### src/rtl/ex_muldiv_unit_pkg.sv
// Shared opcodes, FSM encodings and constants for the execute-stage mul/div unit.
package ex_muldiv_unit_pkg;

    localparam int MD_OP_W = 3;

    typedef enum logic [MD_OP_W-1:0] {
        MD_NONE  = 3'd0,
        MD_MULT  = 3'd1,
        MD_MULTU = 3'd2,
        MD_DIV   = 3'd3,
        MD_DIVU  = 3'd4,
        MD_MTHI  = 3'd5,
        MD_MTLO  = 3'd6
    } md_op_e;

    typedef enum logic [1:0] {
        ST_IDLE = 2'd0,
        ST_CALC = 2'd1,
        ST_DONE = 2'd2
    } md_state_e;

    localparam logic [31:0] DIV_ZERO_QUOT = 32'hFFFF_FFFF;

    function automatic logic is_muldiv(input md_op_e op);
        return (op == MD_MULT) || (op == MD_MULTU) || (op == MD_DIV) || (op == MD_DIVU);
    endfunction

    // Magnitude of a two's-complement value; 0x80000000 maps to itself as an unsigned magnitude.
    function automatic logic [31:0] abs32(input logic [31:0] v, input logic is_signed);
        return (is_signed && v[31]) ? (~v + 32'd1) : v;
    endfunction

endpackage

### src/rtl/ex_muldiv_unit_muldiv_step.sv
// One radix-2 iteration on the 64-bit working pair: shift-add for multiply,
// restoring shift-subtract for divide.
module ex_muldiv_unit_muldiv_step #(
    parameter int DATA_W = 32
) (
    input  logic                  is_div,
    input  logic [2*DATA_W-1:0]   acc,
    input  logic [DATA_W-1:0]     opb,
    output logic [2*DATA_W-1:0]   acc_next
);

    logic [DATA_W:0]   sum;
    logic [DATA_W:0]   rem_sh;
    logic [DATA_W-1:0] diff;

    always_comb begin
        acc_next = acc;
        sum      = '0;
        rem_sh   = '0;
        diff     = '0;
        if (!is_div) begin
            // acc = {partial product, remaining multiplier bits}; carry lands in the top bit
            sum      = {1'b0, acc[2*DATA_W-1:DATA_W]} + (acc[0] ? {1'b0, opb} : '0);
            acc_next = {sum, acc[DATA_W-1:1]};
        end else begin
            rem_sh = {acc[2*DATA_W-1:DATA_W], acc[DATA_W-1]};
            diff   = rem_sh[DATA_W-1:0] - opb;
            if (rem_sh >= {1'b0, opb})
                acc_next = {diff, acc[DATA_W-2:0], 1'b1};
            else
                acc_next = {rem_sh[DATA_W-1:0], acc[DATA_W-2:0], 1'b0};
        end
    end

endmodule

### src/rtl/ex_muldiv_unit.sv
// Iterative multiply/divide unit owning HI/LO; stalls the pipeline while a mul/div runs.
//   state | meaning
//   IDLE  | waiting for a request; MTHI/MTLO serviced here
//   CALC  | one radix-2 step per cycle, count 0..ITERS-1
//   DONE  | result just committed to HI/LO, doneE high for this cycle
module ex_muldiv_unit
    import ex_muldiv_unit_pkg::*;
#(
    parameter int DATA_W = 32,
    parameter int ITERS  = 32
) (
    input  logic                clk,
    input  logic                rst,
    input  logic [MD_OP_W-1:0]  mdOpE,
    input  logic                startE,
    input  logic                flushE,
    input  logic [DATA_W-1:0]   SrcA,
    input  logic [DATA_W-1:0]   SrcB,
    output logic                stallE,
    output logic                doneE,
    output logic [DATA_W-1:0]   hiE,
    output logic [DATA_W-1:0]   loE
);

    localparam int CNT_W = $clog2(ITERS);
    localparam logic [CNT_W-1:0] LAST = CNT_W'(ITERS - 1);

    md_state_e           state;
    md_op_e              op;
    logic [CNT_W-1:0]    count;
    logic [2*DATA_W-1:0] acc, step_next, prod_fix;
    logic [DATA_W-1:0]   opb, hi_q, lo_q, q_fix, r_fix, abs_a, abs_b;
    logic                op_div, neg_q, neg_r, div_zero, done_q;
    logic                start_ok, start_md, op_signed, op_is_div;

    assign op        = md_op_e'(mdOpE);
    assign start_ok  = startE && !flushE && (state != ST_CALC);
    assign start_md  = start_ok && is_muldiv(op);
    assign op_signed = (op == MD_MULT) || (op == MD_DIV);
    assign op_is_div = (op == MD_DIV) || (op == MD_DIVU);
    assign abs_a     = abs32(SrcA, op_signed);
    assign abs_b     = abs32(SrcB, op_signed);

    assign stallE = start_md || (state == ST_CALC);
    assign doneE  = done_q;
    assign hiE    = hi_q;
    assign loE    = lo_q;

    ex_muldiv_unit_muldiv_step #(.DATA_W(DATA_W)) u_step (
        .is_div   (op_div),
        .acc      (acc),
        .opb      (opb),
        .acc_next (step_next)
    );

    // Sign correction applied to the final iteration's output as it is written to HI/LO
    assign prod_fix = neg_q ? (~step_next + 1'b1) : step_next;
    assign q_fix    = neg_q ? (~step_next[DATA_W-1:0] + 1'b1) : step_next[DATA_W-1:0];
    assign r_fix    = neg_r ? (~step_next[2*DATA_W-1:DATA_W] + 1'b1) : step_next[2*DATA_W-1:DATA_W];

    always_ff @(posedge clk) begin
        if (rst) begin
            state    <= ST_IDLE;
            count    <= '0;
            acc      <= '0;
            opb      <= '0;
            op_div   <= 1'b0;
            neg_q    <= 1'b0;
            neg_r    <= 1'b0;
            div_zero <= 1'b0;
            hi_q     <= '0;
            lo_q     <= '0;
            done_q   <= 1'b0;
        end else begin
            done_q <= 1'b0;
            case (state)
                ST_CALC: begin
                    if (flushE) begin
                        state <= ST_IDLE;
                    end else begin
                        acc   <= step_next;
                        count <= count + 1'b1;
                        if (count == LAST) begin
                            state  <= ST_DONE;
                            done_q <= 1'b1;
                            if (op_div) begin
                                hi_q <= r_fix;
                                lo_q <= div_zero ? DIV_ZERO_QUOT : q_fix;
                            end else begin
                                hi_q <= prod_fix[2*DATA_W-1:DATA_W];
                                lo_q <= prod_fix[DATA_W-1:0];
                            end
                        end
                    end
                end
                default: begin
                    state <= ST_IDLE;
                    if (start_md) begin
                        state    <= ST_CALC;
                        count    <= '0;
                        op_div   <= op_is_div;
                        neg_q    <= op_signed && (SrcA[DATA_W-1] ^ SrcB[DATA_W-1]);
                        neg_r    <= op_signed && SrcA[DATA_W-1];
                        div_zero <= (SrcB == '0);
                        // Divide shifts the dividend out of the low half; multiply shifts the multiplier
                        acc      <= op_is_div ? {{DATA_W{1'b0}}, abs_a} : {{DATA_W{1'b0}}, abs_b};
                        opb      <= op_is_div ? abs_b : abs_a;
                    end else if (start_ok && op == MD_MTHI) begin
                        hi_q <= SrcA;
                    end else if (start_ok && op == MD_MTLO) begin
                        lo_q <= SrcA;
                    end
                end
            endcase
        end
    end

endmodule

### config.mk
export PLATFORM = sky130hd
export DESIGN_NAME = ex_muldiv_unit
export DESIGN_NICKNAME = d
export VERILOG_FILES = /design/src/rtl/ex_muldiv_unit_pkg.sv /design/src/rtl/ex_muldiv_unit_muldiv_step.sv /design/src/rtl/ex_muldiv_unit.sv
export SDC_FILE = /design/constraint.sdc
export NUM_CORES = 1
export LEC_CHECK = 0
export CELL_PAD_IN_SITES_DETAIL_PLACEMENT = 1
export CELL_PAD_IN_SITES_GLOBAL_PLACEMENT = 1
export CORE_MARGIN = 4
export CORE_UTILIZATION = 44
export DETAILED_ROUTE_END_ITERATION = 16
export GPL_ROUTABILITY_DRIVEN = 0
export GPL_TIMING_DRIVEN = 0
export PLACE_DENSITY_LB_ADDON = 0.1
export SLEW_MARGIN = 5
export SYNTH_ARGS = -nofsm -noshare
export SYNTH_HDL_FRONTEND = slang
export SYNTH_SLANG_ARGS = --single-unit
### constraint.sdc
create_clock -name clk -period 7.65 [get_ports clk]
set_input_delay 0.765 -clock clk [delete_from_list [all_inputs] [get_ports clk]]
set_output_delay 0.765 -clock clk [all_outputs]
set_load 0.02 [all_outputs]
# Word-level counts from Yosys, hierarchy flattened
# Index checks and enable logic that the tools add are counted.
dict set report word_totals {
  regBits 172
  in_bits 71
  out_inout_bits 66
  wordCells 100
}
dict set report op_classes {
  addsub 8
  magnitude_cmp 1
  n_eq_ne 14
  n_mux 35
  bitwise 7
  reduce_logical 24
}
# operator count
set ops {}
lappend ops {{two-way mux 32 bit} 21}
lappend ops {{two-way mux 64 bit} 6}
lappend ops {{adder 32 x 1 -> 32 bit (second input constant)} 4}
lappend ops {{NOT 32 bit} 4}
lappend ops {{adder 64 x 1 -> 64 bit (second input constant)} 1}
lappend ops {{NOT 64 bit} 1}
lappend ops {{adder 32 x 33 -> 33 bit} 1}
lappend ops {{greater-or-equal comparator 33 x 32 -> 1 bit} 1}
lappend ops {{zero test 32 bit} 1}
lappend ops {{subtractor 32 bit} 1}
lappend ops {{two-way mux 5 bit} 3}
lappend ops {{equality test 3 bit (second input constant)} 3}
lappend ops {{logical AND 1 bit} 8}
lappend ops {{equality test 3 x 2 -> 1 bit (second input constant)} 2}
lappend ops {{logical OR 1 bit} 6}
lappend ops {{two-way mux 2 bit} 3}
lappend ops {{inequality test 2 x 1 -> 1 bit (second input constant)} 3}
lappend ops {{nonzero test 2 bit} 3}
lappend ops {{adder 5 x 1 -> 5 bit (second input constant)} 1}
lappend ops {{equality test 5 bit (second input constant)} 1}
lappend ops {{AND reduction 5 bit} 1}
lappend ops {{inequality test 2 bit (second input constant)} 2}
lappend ops {{AND reduction 2 bit} 2}
lappend ops {{AND reduction 4 bit} 1}
lappend ops {{8 further kinds} 9}

# Depth between registers and ports, before layout
dict set report logic_depth {
  depth_word 11
  mapped_depth 25
  mapped_depth_nobuf 22
}

# Hierarchy
# Synthesis repeated with hierarchy kept, for this count alone.
dict set report unflattened {
  hier_cells 2073
  hier_area_um2 15388.5
}
# module instances cells_each area_per_inst_um2 seq_area_each_um2
set by_module_without_submodules {}
lappend by_module_without_submodules {ex_muldiv_unit 1 1402 10690.3 3443.3}
lappend by_module_without_submodules {ex_muldiv_unit_muldiv_step 1 671 4698.3 0.0}

# Least setup slack after synthesis
# Ideal clock, no wire load.
dict set report synth_timing {
  path_kind {register to register}
  start {reg acc[51]}
  end {reg hi_q[26], in the netlist hiE[26]}
  setup_ns 0.070
  arrival_ns 5.322
  required_ns 7.580
  slack_ns 2.258
  path_stages_with_launch 25
  n_path_buf 3
  period_less_slack_ns 5.392
  cell_sequence {dfxtp_1 ha_1 buf_6 a21o_1 a31o_1 a22oi_2 o211ai_2 nor2_2 buf_2 buf_1 a21oi_1 inv_1 ha_1 o211ai_1 or3_1 or2_2 or2_0 or3_1 nand2_2 a31oi_2 nor3b_2 a31oi_1 xnor2_1 a211o_1 a21oi_1}
}
dict set report synth_via {
  elab_chain_cells 10
  word_cells_on_any_way 15
  cone_classes {add/sub (4); order compare (1); mux (8); bitwise (2)}
}
# item line
set synth_rtl {}
lappend synth_rtl {{start, declared} ex_muldiv_unit.sv:31} ;# logic [2*DATA_W-1:0] acc, step_next, prod_fix;
lappend synth_rtl {{start signal, assigned} ex_muldiv_unit.sv:81} ;# acc <= step_next;
lappend synth_rtl {{start signal, assigned} ex_muldiv_unit.sv:106} ;# acc <= op_is_div ? {{DATA_W{1'b0}}, abs_a} : {{DATA_W{1'b0}}, abs_b};
lappend synth_rtl {{subtractor 32 bit or greater-or-equal comparator 33 x 32 -> 1 bit (tied branches)} {ex_muldiv_unit_muldiv_step.sv:27, ex_muldiv_unit_muldiv_step.sv:28}}
lappend synth_rtl {{two-way mux 64 bit} ex_muldiv_unit_muldiv_step.sv:28} ;# if (rem_sh >= {1'b0, opb})
lappend synth_rtl {{two-way mux 64 bit (*)} ex_muldiv_unit_muldiv_step.sv:21} ;# if (!is_div) begin
lappend synth_rtl {{NOT 64 bit or NOT 32 bit (tied branches)} {ex_muldiv_unit.sv:57, ex_muldiv_unit.sv:59}}
lappend synth_rtl {{adder 64 x 1 -> 64 bit or adder 32 x 1 -> 32 bit (tied branches)} {ex_muldiv_unit.sv:57, ex_muldiv_unit.sv:59}}
lappend synth_rtl {{two-way mux 64 bit or two-way mux 32 bit (tied branches)} {ex_muldiv_unit.sv:57, ex_muldiv_unit.sv:59}}
lappend synth_rtl {{two-way mux 32 bit (*)} ex_muldiv_unit.sv:86} ;# if (op_div) begin
lappend synth_rtl {{two-way mux 32 bit (*)} ex_muldiv_unit.sv:83} ;# if (count == LAST) begin
lappend synth_rtl {{two-way mux 32 bit (*)} ex_muldiv_unit.sv:78} ;# if (flushE) begin
lappend synth_rtl {{two-way mux 32 bit (*)} ex_muldiv_unit.sv:76} ;# case (state)
lappend synth_rtl {{end signal, assigned} ex_muldiv_unit.sv:87} ;# hi_q <= r_fix;
lappend synth_rtl {{end signal, assigned} ex_muldiv_unit.sv:90} ;# hi_q <= prod_fix[2*DATA_W-1:DATA_W];
lappend synth_rtl {{end signal, assigned} ex_muldiv_unit.sv:109} ;# hi_q <= SrcA;
lappend synth_rtl {{end, declared} ex_muldiv_unit.sv:32} ;# logic [DATA_W-1:0] opb, hi_q, lo_q, q_fix, r_fix, abs_a, abs_b;
# Every way passes the cells marked *; elsewhere a longest branch is shown, timed or not. The select of a mux whose other input is x is not followed.
# A chain may end at the register's enable or synchronous reset.

# Worst setup path after layout
dict set report layout_timing {
  start {reg op_div}
  end {reg hi_q[26], in the netlist hiE[26]}
}
dict set report layout_via {
  elab_chain_cells 8
  word_cells_on_any_way 11
  cone_classes {add/sub (2); mux (7); bitwise (2)}
}
# item line
set layout_rtl {}
lappend layout_rtl {{start, declared} ex_muldiv_unit.sv:33} ;# logic op_div, neg_q, neg_r, div_zero, done_q;
lappend layout_rtl {{start signal, assigned} ex_muldiv_unit.sv:101} ;# op_div <= op_is_div;
lappend layout_rtl {{two-way mux 64 bit} ex_muldiv_unit_muldiv_step.sv:21}
lappend layout_rtl {{NOT 64 bit or NOT 32 bit (tied branches)} {ex_muldiv_unit.sv:57, ex_muldiv_unit.sv:59}}
lappend layout_rtl {{adder 64 x 1 -> 64 bit or adder 32 x 1 -> 32 bit (tied branches)} {ex_muldiv_unit.sv:57, ex_muldiv_unit.sv:59}}
lappend layout_rtl {{two-way mux 64 bit or two-way mux 32 bit (tied branches)} {ex_muldiv_unit.sv:57, ex_muldiv_unit.sv:59}}
lappend layout_rtl {{two-way mux 32 bit (*)} ex_muldiv_unit.sv:86}
lappend layout_rtl {{two-way mux 32 bit (*)} ex_muldiv_unit.sv:83}
lappend layout_rtl {{two-way mux 32 bit (*)} ex_muldiv_unit.sv:78}
lappend layout_rtl {{two-way mux 32 bit (*)} ex_muldiv_unit.sv:76}
# Marks and branches as above.

==> impl_metrics.json <==
{
  "path_clk_slew_ns": 0.08,
  "start_kind": "flip-flop",
  "r2r-start": "op_div",
  "period_share": 0.976,
  "ys.flop_type": "dfxtp_1",
  "final_layout_size_suffix_gt1_frac": 0.0512,
  "clockBufferDepth": 2,
  "cp_cell_sequence": "buf_2 > buf_2 > buf_2 > buf_4 > buf_4 > buf_2 > buf_2 > clkbuf_4 > a21oi_1 > inv_1 > ha_1 > o211ai_1 > or3_1 > or2_2 > or2_0 > or3_1 > nand2_2 > a31oi_2 > nor3b_2 > a31oi_1 > xnor2_1 > a211o_1 > a21oi_1",
  "die_x_um": 200,
  "grt_max_degree": 19,
  "fmax_mhz": 134,
  "cp_data_arrival_time_ns": 7.81,
  "area_growth_pct": 15.4,
  "grt.total_usage": 0.396,
  "outcome": "completed",
  "syn_area_per_cell_um2": 7.02,
  "ys_ff_latch": 172,
  "slowest_stage": "or3_1",
  "fin_nets": 2591,
  "synthAdderAreaFrac": 0.0567,
  "clk_latency_ns": 0.48,
  "worstMarginPinSlew_ns": 1.19,
  "ys_warn_count": 0,
  "ios": 137,
  "synthSimpleGateAreaFrac": 0.272,
  "port-buffer-count": 131,
  "synth_cell_types": 104,
  "core_um2": 35900,
  "startpoint": "op_div",
  "cts_buffers": 17,
  "antenna_found_initial": 2,
  "min_to": "loE[27]",
  "power.density_nw_per_um2": 165,
  "drtIter0Drc": 2118,
  "drc_errors": 0,
  "first_global_vias": 19800,
  "crit_family": "buffers and inverters",
  "cts_tree": "yes",
  "async_flop_share": 0,
  "cp_num_buf_inv": 9,
  "vias": 19500,
  "routed_wirelength_um": 81000,
  "cts_hold_buf": 0,
  "die_area_um2": 39800,
  "min_period_ns": 7.47,
  "synth_edf_count": 0,
  "design_area_um2": 18600,
  "yosysMostFrequentCell": "nand2_1",
  "slew_headroom": 0.204,
  "worstRegToRegCells": 23,
  "routedWlPerCell_um": 27.7,
  "postPlaceCellArea_um2": 18000,
  "clock_sinks": 172,
  "p_leak_nw": 6.87,
  "die_h_um": 200,
  "synth_common_cells": "350 x nand2_1, 239 x nor2_1, 216 x a21oi_1, 172 x dfxtp_1, 123 x clkbuf_1",
  "holdPathStages": 2,
  "crit_cells": 23,
  "dr.pass1.iters": 5,
  "cp_max_fo": 19,
  "yosysSeqAreaShare": 0.213,
  "gr-total-overflow": 0,
  "rows": 69,
  "drtAntennaViolNets": 0,
  "post_cts_buffers": 0,
  "synth-xor-area-share": 0.0852,
  "dp_hpwl_um": 65900,
  "cp.required_ns": 7.99,
  "cts_resized": 0,
  "synth.area.mux_share": 0.0311,
  "htreeDepth": 4,
  "drv_cap": 0,
  "synth_top_family_by_area": "compound AO/OA/AOI/OAI gates",
  "vias_per_cell": 6.67,
  "end_kind": "flip-flop",
  "hp-start": "loE[27]",
  "netlist.top_cell.by_area": "dfxtp_1",
  "rsz0062_at_grt": "no",
  "syn_inst": 2300,
  "synth-compound-area-share": 0.282,
  "hold_class": "flip-flop to flip-flop",
  "synthTopCellsByArea": "dfxtp_1 21%, nand2_1 8.1%, a21oi_1 6.7%, nor2_1 5.6%, ha_1 5.4%",
  "synth_top_area_share": 0.213,
  "crit_top_cell": "buf_2",
  "reg2reg_to": "hiE[26]",
  "setup_violations": 0,
  "finalSetupTns_ns": 0,
  "grt_pass1_wl_um": 120000,
  "finalHoldViolations": 0,
  "start_util": 0.449,
  "slew_violations": 0,
  "ir_drop_mv": 0.188,
  "skew_ns": 0.0156,
  "netlist_area_um2": 16100,
  "root_buffer": "clkbuf_16",
  "slowest_delay_ns": 0.51,
  "synth_nets": 2443,
  "critPathKind": "flip-flop to flip-flop",
  "reg2reg_slack_ns": 0.18
}
==> flip-flops by register name, indices dropped and copies added (netlist names) <==
name / flops
acc: 64
hiE: 32
loE: 32
opb: 32
count: 5
state: 2
div_zero: 1
doneE: 1
neg_q: 1
neg_r: 1
op_div: 1
==> cell usage in the layout, fill, tap and decap left out, drive strengths merged, types with 12 or more instances in the layout <==
cell	count
nand2	353
nor2	240
a21oi	220
dfxtp	172
clkbuf	141
clkdlybuf4s50	131
o21ai	101
inv	84
xor2	79
xnor2	78
nand3	73
ha	70
nor3	70
a31oi	46
and2	43
mux2i	43
a311oi	40
a211oi	40
buf	35
o221ai	32
o211ai	29
nor4	27
a21o	26
nand4	24
o31ai	22
or3	20
nor2b	18
nand2b	18
and3	13
o41ai	13
o21a	12
==> per-layer routing <==
| metal | GRT usage | vias to the layer above | part of all wire |
|---|---|---|---|
| met3 | 0.101 | 338 | 0.097 |
| met1 | 0.477 | 9446 | 0.38 |
| met2 | 0.624 | 1101 | 0.45 |
| li1 | - | 8610 | - |
| met5 | 0 | - | 0 |
| met4 | 0.259 | 0 | 0.076 |
==> worst max path at each step <==
stage / slack, ns / end
finish: 0.18 / hiE[26]
global route: 0.15 / hiE[26]
CTS: 0.05 / hiE[26]
detailed placement: 0.10 / hiE[26]
global placement: 0.18 / hiE[26]
floorplan: 2.26 / hiE[26]
==> cell families (layout without fill, tap and decap cells) <==
logic type	count (synthesis)	in the layout
AOI/OAI and AO/OA	674	674
and+or+nand+nor	940	940
adders and majority gates	72	72
DFF	172	172
buffers and inverters	236	397
other	0	2
muxes	49	49
xor gates and xnor gates	157	157
==> tightest hold or removal path, cell delays in order, from the launching register on <==
cell and delay, ns:
dfxtp_1 0.31, nand2_1 0.05, a21oi_1 0.05
==> metrics by stage <==
stage               utilization  worst slack, ns  hold slack, ns  power (mW)  cells
floorplan                     -             2.26           0.440        1.67   2300
global placement          0.502            0.180           0.443        2.07   2892
detailed placement        0.502            0.102           0.448        2.10   2892
CTS                       0.519           0.0494           0.462        3.01   2924
global route              0.519            0.152           0.472        3.16   2922
finish                    0.519            0.183           0.459        3.06   2924
==> power by group <==
group / switching, mW / internal, mW / leakage [nW]
logic: 0.807 / 0.364 / 5.20
clock network: 0.465 / 0.468 / 0.285
registers: 0.0368 / 0.924 / 1.39
total: 1.31 / 1.76 / 6.87
==> cell type report <==
cell class	instances	area, um2
inverter	75	282
timing repair buffer	131	1310
antenna	2	5.00
sequential	172	3440
fill	4683	17300
multi-input combinational	1892	11700
tap	461	577
buffer	159	686
clock inverter	15	174
clock buffer	17	425
Note: power is estimated with default switching activity, not from simulation.
